$ cat config.mk
export PLATFORM = sky130hd
export DESIGN_NAME = dcm_lock_supervisor
export DESIGN_NICKNAME = d
export VERILOG_FILES = /design/src/rtl/dcm_lock_supervisor.sv
export SDC_FILE = /design/constraint.sdc
export NUM_CORES = 1
export LEC_CHECK = 0
export BUFFER_PORTS_ARGS = -buffer_cell sky130_fd_sc_hd__buf_2
export CAP_MARGIN = 10
export CORE_MARGIN = 4
export CORE_UTILIZATION = 55
export DETAILED_ROUTE_END_ITERATION = 10
export PLACE_DENSITY = 0.73
export SETUP_SLACK_MARGIN = 0.05
export SYNTH_ARGS = -nofsm -noshare
export SYNTH_HDL_FRONTEND = slang
export SYNTH_SLANG_ARGS = --single-unit
$ cat constraint.sdc
create_clock -name clkIn_i -period 2.41 [get_ports clkIn_i]
set_input_delay 0.1205 -clock clkIn_i [delete_from_list [all_inputs] [get_ports clkIn_i]]
set_output_delay 0.1205 -clock clkIn_i [all_outputs]
set_load 0.02 [all_outputs]
$ cat src/rtl/dcm_lock_supervisor.sv
// DCM/PLL bring-up and lock supervisor.
// Pulses the DCM reset, waits for a synchronised LOCKED with timeout and bounded
// retry, qualifies lock stability, then releases active-low domain resets in
// staggered order. Any lock loss after release re-asserts every domain reset
// and restarts bring-up.
module dcm_lock_supervisor #(
  parameter int NUM_DOMAINS   = 4,
  parameter int RST_PULSE     = 8,
  parameter int LOCK_TIMEOUT  = 1024,
  parameter int STABLE_CYCLES = 64,
  parameter int STAGGER       = 4,
  parameter int RETRY_MAX     = 3
) (
  input  logic                   clkIn_i,
  input  logic                   rst_i,
  input  logic                   locked_i,
  input  logic                   retryReq_i,
  output logic                   rstDCM_o,
  output logic [NUM_DOMAINS-1:0] domainRstn_o,
  output logic                   running_o,
  output logic                   fail_o,
  output logic [3:0]             retryCount_o,
  output logic [7:0]             lossCount_o
);

  function automatic int max2(input int a, input int b);
    return (a > b) ? a : b;
  endfunction

  localparam int REL_SPAN = (NUM_DOMAINS - 1) * STAGGER + 1;
  localparam int CNT_MAX  = max2(max2(RST_PULSE, LOCK_TIMEOUT), max2(STABLE_CYCLES, REL_SPAN));
  localparam int CW       = $clog2(CNT_MAX + 1);

  // Last counter value of each timed phase; the phase ends on the edge that sees it.
  localparam logic [CW-1:0] PULSE_LAST   = CW'(RST_PULSE - 1);
  localparam logic [CW-1:0] TIMEOUT_LAST = CW'(LOCK_TIMEOUT - 1);
  localparam logic [CW-1:0] STABLE_N     = CW'(STABLE_CYCLES);
  localparam logic [3:0]    RETRY_LIMIT  = 4'(RETRY_MAX);

  typedef enum logic [2:0] {
    S_RST_DCM,
    S_WAIT_LOCK,
    S_STABLE,
    S_RELEASE,
    S_RUN,
    S_FAIL
  } state_t;

  state_t                 state_q, state_d;
  logic [CW-1:0]          cnt_q, cnt_d;
  logic                   lock_meta_q, lock_s_q;
  logic                   rstDCM_q, rstDCM_d;
  logic [NUM_DOMAINS-1:0] dom_q, dom_d;
  logic                   running_q, running_d;
  logic                   fail_q, fail_d;
  logic [3:0]             retry_q, retry_d;
  logic [7:0]             loss_q, loss_d;

  logic [CW-1:0]          cnt_inc;
  logic [3:0]             retry_inc;
  logic [NUM_DOMAINS-1:0] rise_at;

  assign cnt_inc   = cnt_q + CW'(1);
  assign retry_inc = retry_q + 4'd1;

  // Domain gi is due when the release counter reaches gi*STAGGER; bit 0 is set on entry.
  for (genvar gi = 0; gi < NUM_DOMAINS; gi++) begin : g_rise
    assign rise_at[gi] = (cnt_inc == CW'(gi * STAGGER));
  end

  // Two-flop synchroniser for the asynchronous LOCKED input.
  always_ff @(posedge clkIn_i) begin
    if (rst_i) begin
      lock_meta_q <= 1'b0;
      lock_s_q    <= 1'b0;
    end else begin
      lock_meta_q <= locked_i;
      lock_s_q    <= lock_meta_q;
    end
  end

  // State, counter and registered outputs.
  always_ff @(posedge clkIn_i) begin
    if (rst_i) begin
      state_q   <= S_RST_DCM;
      cnt_q     <= '0;
      rstDCM_q  <= 1'b1;
      dom_q     <= '0;
      running_q <= 1'b0;
      fail_q    <= 1'b0;
      retry_q   <= 4'd0;
      loss_q    <= 8'd0;
    end else begin
      state_q   <= state_d;
      cnt_q     <= cnt_d;
      rstDCM_q  <= rstDCM_d;
      dom_q     <= dom_d;
      running_q <= running_d;
      fail_q    <= fail_d;
      retry_q   <= retry_d;
      loss_q    <= loss_d;
    end
  end

  // Next-state and next-output logic.
  always_comb begin
    state_d   = state_q;
    cnt_d     = cnt_q;
    rstDCM_d  = rstDCM_q;
    dom_d     = dom_q;
    running_d = running_q;
    fail_d    = fail_q;
    retry_d   = retry_q;
    loss_d    = loss_q;

    unique case (state_q)
      S_RST_DCM: begin
        rstDCM_d  = 1'b1;
        dom_d     = '0;
        running_d = 1'b0;
        if (cnt_q == PULSE_LAST) begin
          state_d  = S_WAIT_LOCK;
          cnt_d    = '0;
          rstDCM_d = 1'b0;
        end else begin
          cnt_d = cnt_inc;
        end
      end

      S_WAIT_LOCK: begin
        if (lock_s_q) begin
          state_d = S_STABLE;
          cnt_d   = '0;
        end else if (cnt_q == TIMEOUT_LAST) begin
          retry_d  = retry_inc;
          cnt_d    = '0;
          rstDCM_d = 1'b1;
          if (retry_inc == RETRY_LIMIT) begin
            state_d = S_FAIL;
            fail_d  = 1'b1;
          end else begin
            state_d = S_RST_DCM;
          end
        end else begin
          cnt_d = cnt_inc;
        end
      end

      S_STABLE: begin
        // A drop on the completing cycle is checked first, so it wins.
        if (!lock_s_q) begin
          state_d = S_WAIT_LOCK;
          cnt_d   = '0;
        end else if (cnt_inc == STABLE_N) begin
          state_d  = S_RELEASE;
          cnt_d    = '0;
          dom_d[0] = 1'b1;
        end else begin
          cnt_d = cnt_inc;
        end
      end

      S_RELEASE, S_RUN: begin
        if (!lock_s_q) begin
          state_d   = S_RST_DCM;
          cnt_d     = '0;
          rstDCM_d  = 1'b1;
          dom_d     = '0;
          running_d = 1'b0;
          retry_d   = 4'd0;
          loss_d    = (loss_q == 8'hFF) ? loss_q : loss_q + 8'd1;
        end else if (state_q == S_RELEASE) begin
          if (&dom_q) begin
            state_d   = S_RUN;
            cnt_d     = '0;
            running_d = 1'b1;
            retry_d   = 4'd0;
          end else begin
            dom_d = dom_q | rise_at;
            cnt_d = cnt_inc;
          end
        end
      end

      S_FAIL: begin
        rstDCM_d = 1'b1;
        dom_d    = '0;
        fail_d   = 1'b1;
        if (retryReq_i) begin
          state_d = S_RST_DCM;
          cnt_d   = '0;
          fail_d  = 1'b0;
          retry_d = 4'd0;
        end
      end

      default: begin
        state_d   = S_RST_DCM;
        cnt_d     = '0;
        rstDCM_d  = 1'b1;
        dom_d     = '0;
        running_d = 1'b0;
      end
    endcase
  end

  assign rstDCM_o     = rstDCM_q;
  assign domainRstn_o = dom_q;
  assign running_o    = running_q;
  assign fail_o       = fail_q;
  assign retryCount_o = retry_q;
  assign lossCount_o  = loss_q;

endmodule

==> results of run 1 <==
through the flow:
step / hold slack (ns) / power [W]
after floorplan: 0.236 / 0.000863
after global placement: 0.333 / 0.000930
after detailed placement: 0.340 / 0.000935
after CTS: 0.0374 / 0.00136
after global routing: 0.0417 / 0.00142
final: 0.0387 / 0.00136
worst reg2reg max path, delay by kind of cell, from the launching register on:
kind / cells / cell delay (ns)
compound gates: 2 / 0.24
flops: 1 / 0.51
simple gates: 4 / 1.34
state kept, by name (all words and copies together), names as in the netlist:
signal / flops
cnt_q: 11
lossCount_o: 8
lock_meta_q: 1
rstDCM_o: 1
retryCount_o: 4
domainRstn_o: 4
lock_s_q: 1
running_o: 1
fail_o: 1
state_q: 3
routing by layer:
| metal | GRT usage (%) | wire, um | up-vias |
|---|---|---|---|
| met4 | 7.87 | 72 | 0 |
| li1 | - | - | 1015 |
| met2 | 31.5 | 2190 | 31 |
| met1 | 24.6 | 2240 | 925 |
| met3 | 4.03 | 146 | 7 |
| met5 | 0 | 0 | - |
cell families after synthesis:
kind of cell	after synthesis	share of synthesized area [%]
flip-flops	35	32.6
adder cells (fa/ha/maj)	4	2.33
buffers and inverters	23	6.58
XOR/XNOR	16	6.52
AO/OA/AOI/OAI	59	18.9
multiplexers	4	1.86
AND/OR/NAND/NOR	129	31.2
how the worst min path moves through the flow:
| stage | endpoint | slack [ns] | cells past startpoint |
|---|---|---|---|
| global placement | lock_meta_q | 0.33 | 2 |
| detailed placement | lock_meta_q | 0.34 | 2 |
| floorplan | fail_o | 0.24 | 1 |
| finish | lock_meta_q | 0.04 | 2 |
| CTS | lock_meta_q | 0.04 | 2 |
| global route | lock_meta_q | 0.04 | 2 |
power by group through the flow:
stage / sequential [W] / clock [W] / combinational (W)
2_1_floorplan: 0.000644 / 0 / 0.000219
3_3_place_gp: 0.000646 / 0 / 0.000283
3_5_place_dp: 0.000649 / 0 / 0.000287
4_1_cts: 0.000635 / 0.000438 / 0.000289
5_1_grt: 0.000639 / 0.000462 / 0.000323
6_report: 0.000634 / 0.000433 / 0.000292
cell type report:
type / count / share of cell area (%)
repair buffers: 33 / 8.13
multi-input cells: 212 / 55.1
clock inverters: 3 / 0.844
well taps: 48 / 2.53
clock buffers: 5 / 2.90
flip-flops and latches: 35 / 29.6
inverters: 6 / 0.950
layout by cell type, fill, tap and decap left out, drive strengths merged, types with 3 or more instances in the layout:
cell type  count
mux2i          4
xor2           6
and3           3
nand3         16
a21o           3
nand2         23
a21oi         14
dfxtp         35
nor4           3
and4           3
a211o          3
ha             4
a31oi          3
nand4          5
o211ai         5
nor3           7
nor2b          8
nand2b         4
clkbuf         5
xnor2         10
a211oi         4
or2            4
o21a           3
buf           33
nor2          32
or3            7
inv            6
and2           5
o21ai         10
==> flow_metrics.tcl, run 1 <==
set metrics [dict create \
    power.leakage_nw 0.944 \
    synth-main-ff-cell "dfxtp_1" \
    clock_sinks 35 \
    setup_viol 0 \
    crit_fanout 7 \
    ys_top_cells_by_area "dfxtp_1 (33%), nor2_1 (5.6%), xnor2_1 (4.1%), nand2_1 (4.0%), nand3_1 (3.7%)" \
    core_um2 3720 \
    place_inst 334 \
    drc 0 \
    grtUsageTotal_pct 19.3 \
    ys_seq_elements 35 \
    p_int_w 0.000925 \
    setup_ws_ns 0.254 \
    seqCellArea_um2 701 \
    share_comb_of_total_power_pct 21.5 \
    synth_most_common_cell "dfxtp_1" \
    cts_buffers 5 \
    yosysTopAreaCellShare_pct 32.6 \
    portBuffers 22 \
    reg2reg_slack_ns 0.25 \
    clockPowerShare_pct 31.9 \
    dp_hpwl_mm 3.39 \
    min_path_type "primary input to register" \
    finalCriticalPeriod_ns 2.16 \
    synth_edf_count 0 \
    fin_worst_skew_ns 0.0115 \
    initial_utilization_pct 57.8 \
    diodes 0 \
    drtAntennaViolNets 0 \
    cts.reportedPaths.clkPinSlew_ns 0.08 \
    stdcell_area_um2 2370 \
    r2r-end "retryCount_o[2]" \
    p_seq_share_pct 46.7 \
    synth_nets 278 \
    crit_slowest_cell "dfxtp_1" \
    synth_area_um2 2150 \
    die-area_um2 4970 \
    drv_slew 0 \
    async_flop_share_pct 0 \
    critPathMaxStageDelay_ns 0.51 \
    fin_cells 342 \
    finalHoldViolCount 0 \
    hold_start "locked_i" \
    fin_nets 301 \
    die_h_um 70.5 \
    drt_iter0_drc 138 \
    multi_input_area_um2 1310 \
    endpoint "retryCount_o[2]" \
    postCtsSetupBuffers 0 \
    place_area_um2 2280 \
    ir_drop_mv 0.308 \
    clock_path_buffers 2 \
    cp_common_cell "and4_4" \
    grt_pass1_wl_mm 7.85 \
    fmax_mhz 464 \
    grt_pass1_vias 1757 \
    switching_share_pct 32.0 \
    setup_tns_ns 0 \
    routed_wl_mm 4.65 \
    grt_max_degree 31 \
    worstSetupPathType "register to register" \
    wl_per_cell_um 13.6 \
    slew_headroom_pct 64.1 \
    netlist_instances 270 \
    rows 22 \
    clk_latency_ns 0.30 \
    cts-resized-gates 0 \
    io_pins 23 \
    num-fill-cells 331 \
    detail_route.vias_per_cell 5.78 \
    rr_worst_depth 6 \
    rsz0062_at_grt "false" \
    critPathTopFamily "simple AND/OR/NAND/NOR gates" \
    worst-path-buf-inv 0 \
    cp-startpoint "cnt_q[6]" \
    ctsHoldBuffers 0 \
    dieWidth_um 70.5 \
    yosysWarnings 0 \
    r2r-start "cnt_q[6]" \
    crit_chain "and4_4 -> and4_4 -> a211oi_2 -> or2_1 -> or4_1 -> a21oi_1" \
    arrival_ns 2.38 \
    synth_cell_type_count 55 \
    area_growth_pct 10.4 \
    synth_common_cells "dfxtp_1 (35), nor2_1 (32), nand2_1 (23), nand3_1 (16), a21oi_1 (14)" \
    fin_crit_sh_pct 89.5 \
    p_switching_w 0.000434 \
    status "completed" \
    dp_slack_ns 0.263 \
    yosysTopAreaCell "dfxtp_1" \
    cp-end-kind "register" \
    required_ns 2.64 \
    drv_cap 0 \
    num_vias 1978 \
    worst_slew_pin_slew_ns 0.538 \
    ys_seq_area_share_pct 32.6 \
    final_util_pct 63.8 \
    cp.depth 6 \
    drt_pass1_iterations 4 \
    synth_area_per_cell_um2 7.96 \
    root_buffer "clkbuf_8" \
    drive_above_1_share_pct 17.3 \
    cts_max_level 2 \
    overflow 0 \
    start_kind "register" \
    antenna_found_initial 0 \
    cts_tree "built" \
    power_density_nw_per_um2 573 \
    place.gp.congestion 0.880 \
]
Note: power is estimated with default switching activity, not from simulation.
==> run 2, diff against run 1 <==
--- a/config.mk
+++ b/config.mk
@@ -7,7 +7,7 @@
 export LEC_CHECK = 0
 export BUFFER_PORTS_ARGS = -buffer_cell sky130_fd_sc_hd__buf_2
 export CAP_MARGIN = 10
-export CORE_MARGIN = 4
+export CORE_MARGIN = 5
 export CORE_UTILIZATION = 55
 export DETAILED_ROUTE_END_ITERATION = 10
 export PLACE_DENSITY = 0.73
==> run 2 against run 1 <==
Final area up 2.1%. Combinational power down 3%. Clock-buffer cell count unchanged. Critical path type unchanged. Critical endpoint is now retryCount_o[3]. Largest power group is now the clock network.
==> flow_metrics.tcl, run 2 (synthesized netlist as in run 1, its figures left out) <==
set metrics [dict create \
    dieWidth_um 72.5 \
    grtUsageTotal_pct 19.4 \
    slew_headroom_pct 59.9 \
    grt_pass1_vias 1824 \
    critPathMaxStageDelay_ns 0.50 \
    wl_per_cell_um 14.3 \
    ir_drop_mv 0.389 \
    finalHoldViolCount 0 \
    cts_tree "built" \
    area_growth_pct 12.7 \
    drt_iter0_drc 124 \
    top_register "cnt_q" \
    grt_max_degree 31 \
    fin_worst_skew_ns 0.00893 \
    mostFrequentLayoutCell "dfxtp_1" \
    critPathTopFamily "simple AND/OR/NAND/NOR gates" \
    cp-end-kind "register" \
    required_ns 2.64 \
    portBuffers 22 \
    crit_chain "and4_4 -> and4_4 -> a211oi_2 -> or2_1 -> or4_1 -> a21oi_1" \
    busiest_layer "met2" \
    cp_common_cell "and4_4" \
    holdPathStages 2 \
    rr_worst_depth 6 \
    fin_crit_sh_pct 90.1 \
    ctsHoldBuffers 0 \
    start_kind "register" \
    worst-path-buf-inv 0 \
    crit_slowest_cell "dfxtp_1" \
    drive_above_1_share_pct 18.0 \
    grt_pass1_wl_mm 8.20 \
    reg2reg_slack_ns 0.24 \
    clk_latency_ns 0.29 \
    drt_pass1_iterations 4 \
    die-area_um2 5260 \
    dp_hpwl_mm 3.49 \
    fmax_mhz 460 \
    status "completed" \
    drtAntennaViolNets 0 \
    min_path_type "primary input to register" \
    clock_sinks 35 \
    whs_ns 0.0411 \
    hold_start "locked_i" \
    core_um2 3720 \
    cts_buffers 5 \
    r2r-start "cnt_q[6]" \
    initial_utilization_pct 57.8 \
    rsz0062_at_grt "false" \
    drc 0 \
    place.gp.congestion 0.910 \
    routed_wl_mm 4.91 \
    hold_path_end "lock_meta_q" \
    num_vias 2028 \
    crit_fanout 7 \
    clock_path_buffers 2 \
    met3_usage_pct 5.26 \
    drv_cap 0 \
    grtUsageMet2_pct 32.3 \
    worstSetupPathType "register to register" \
    setup_viol 0 \
    drv_slew 0 \
    power.leakage_nw 0.969 \
    met1_usage_pct 23.7 \
    largest_reg_flops 11 \
    arrival_ns 2.40 \
    diodes 0 \
    final_cell_mix "dfxtp_1 (34), nor2_1 (32), nand2_1 (23)" \
    antenna_found_initial 0 \
    setup_tns_ns 0 \
    r2r-end "retryCount_o[3]" \
    finalCriticalPeriod_ns 2.17 \
    power_density_nw_per_um2 645 \
    cts_max_level 2 \
    die_h_um 72.5 \
    worst_slew_pin_slew_ns 0.587 \
    cts.reportedPaths.clkPinSlew_ns 0.08 \
    postCtsSetupBuffers 0 \
    overflow 0 \
    cp.depth 6 \
    detail_route.vias_per_cell 5.93 \
    io_pins 23 \
    root_buffer "clkbuf_8" \
    fin_nets 301 \
    rows 22 \
]
[run 2: worst reg2reg max path: cells and delay by family (launching register included)]
family	cells	cell delay [ns]
and+or+nand+nor	4	1.38
DFF	1	0.50
AOI/OAI and AO/OA	2	0.24
[run 2: through the flow]
step / cells / power, W / worst slack, ns / util (%) / instance area (um2)
floorplan: 270 / 0.000863 / 0.234 / - / 2150
global placement: 334 / 0.000927 / 0.220 / 61.4 / 2280
detailed placement: 334 / 0.000926 / 0.168 / 61.4 / 2280
CTS: 342 / 0.00157 / 0.119 / 65.1 / 2420
global route: 342 / 0.00163 / 0.0662 / 65.2 / 2420
finish: 342 / 0.00156 / 0.238 / 65.2 / 2420
[run 2: final cells by class]
cell class	instances	area, um2
clock buffer	5	68.8
clock inverter	3	67.6
fill	336	1290
inverter	6	22.5
multi-input combinational	212	1310
sequential	35	702
tap	48	60.1
timing repair buffer	33	193
[run 2: timing repair]
| action | 4_1_cts | 5_1_grt |
|---|---|---|
| resized for setup | 0 | 2 |
| endpoints found under the setup margin | 0 | 11 |
| hold endpoints to repair | 0 | 0 |
[run 2: power breakdown]
part | leakage [nW] | switching [W] | internal (W)
sequential | 0.283 | 0.0000328 | 0.000605
clock | 0.0644 | 0.000227 | 0.000413
combinational | 0.622 | 0.000165 | 0.000120
total | 0.969 | 0.000424 | 0.00114
[run 2: worst max-delay path by stage]
| stage | startpoint | endpoint | slack, ns |
|---|---|---|---|
| finish | cnt_q[6] | retryCount_o[3] | 0.24 |
| global route | cnt_q[6] | retryCount_o[3] | 0.07 |
| CTS | cnt_q[0] | retryCount_o[2] | 0.12 |
| detailed placement | cnt_q[0] | retryCount_o[2] | 0.17 |
| global placement | cnt_q[0] | retryCount_o[2] | 0.22 |
| floorplan | cnt_q[0] | retryCount_o[2] | 0.23 |
[run 2: per-layer routing]
layer / vias to the layer above / wire length, um
met5: - / 0
met4: 0 / 106
met2: 74 / 2290
li1: 1011 / -
met1: 930 / 2200
met3: 13 / 304
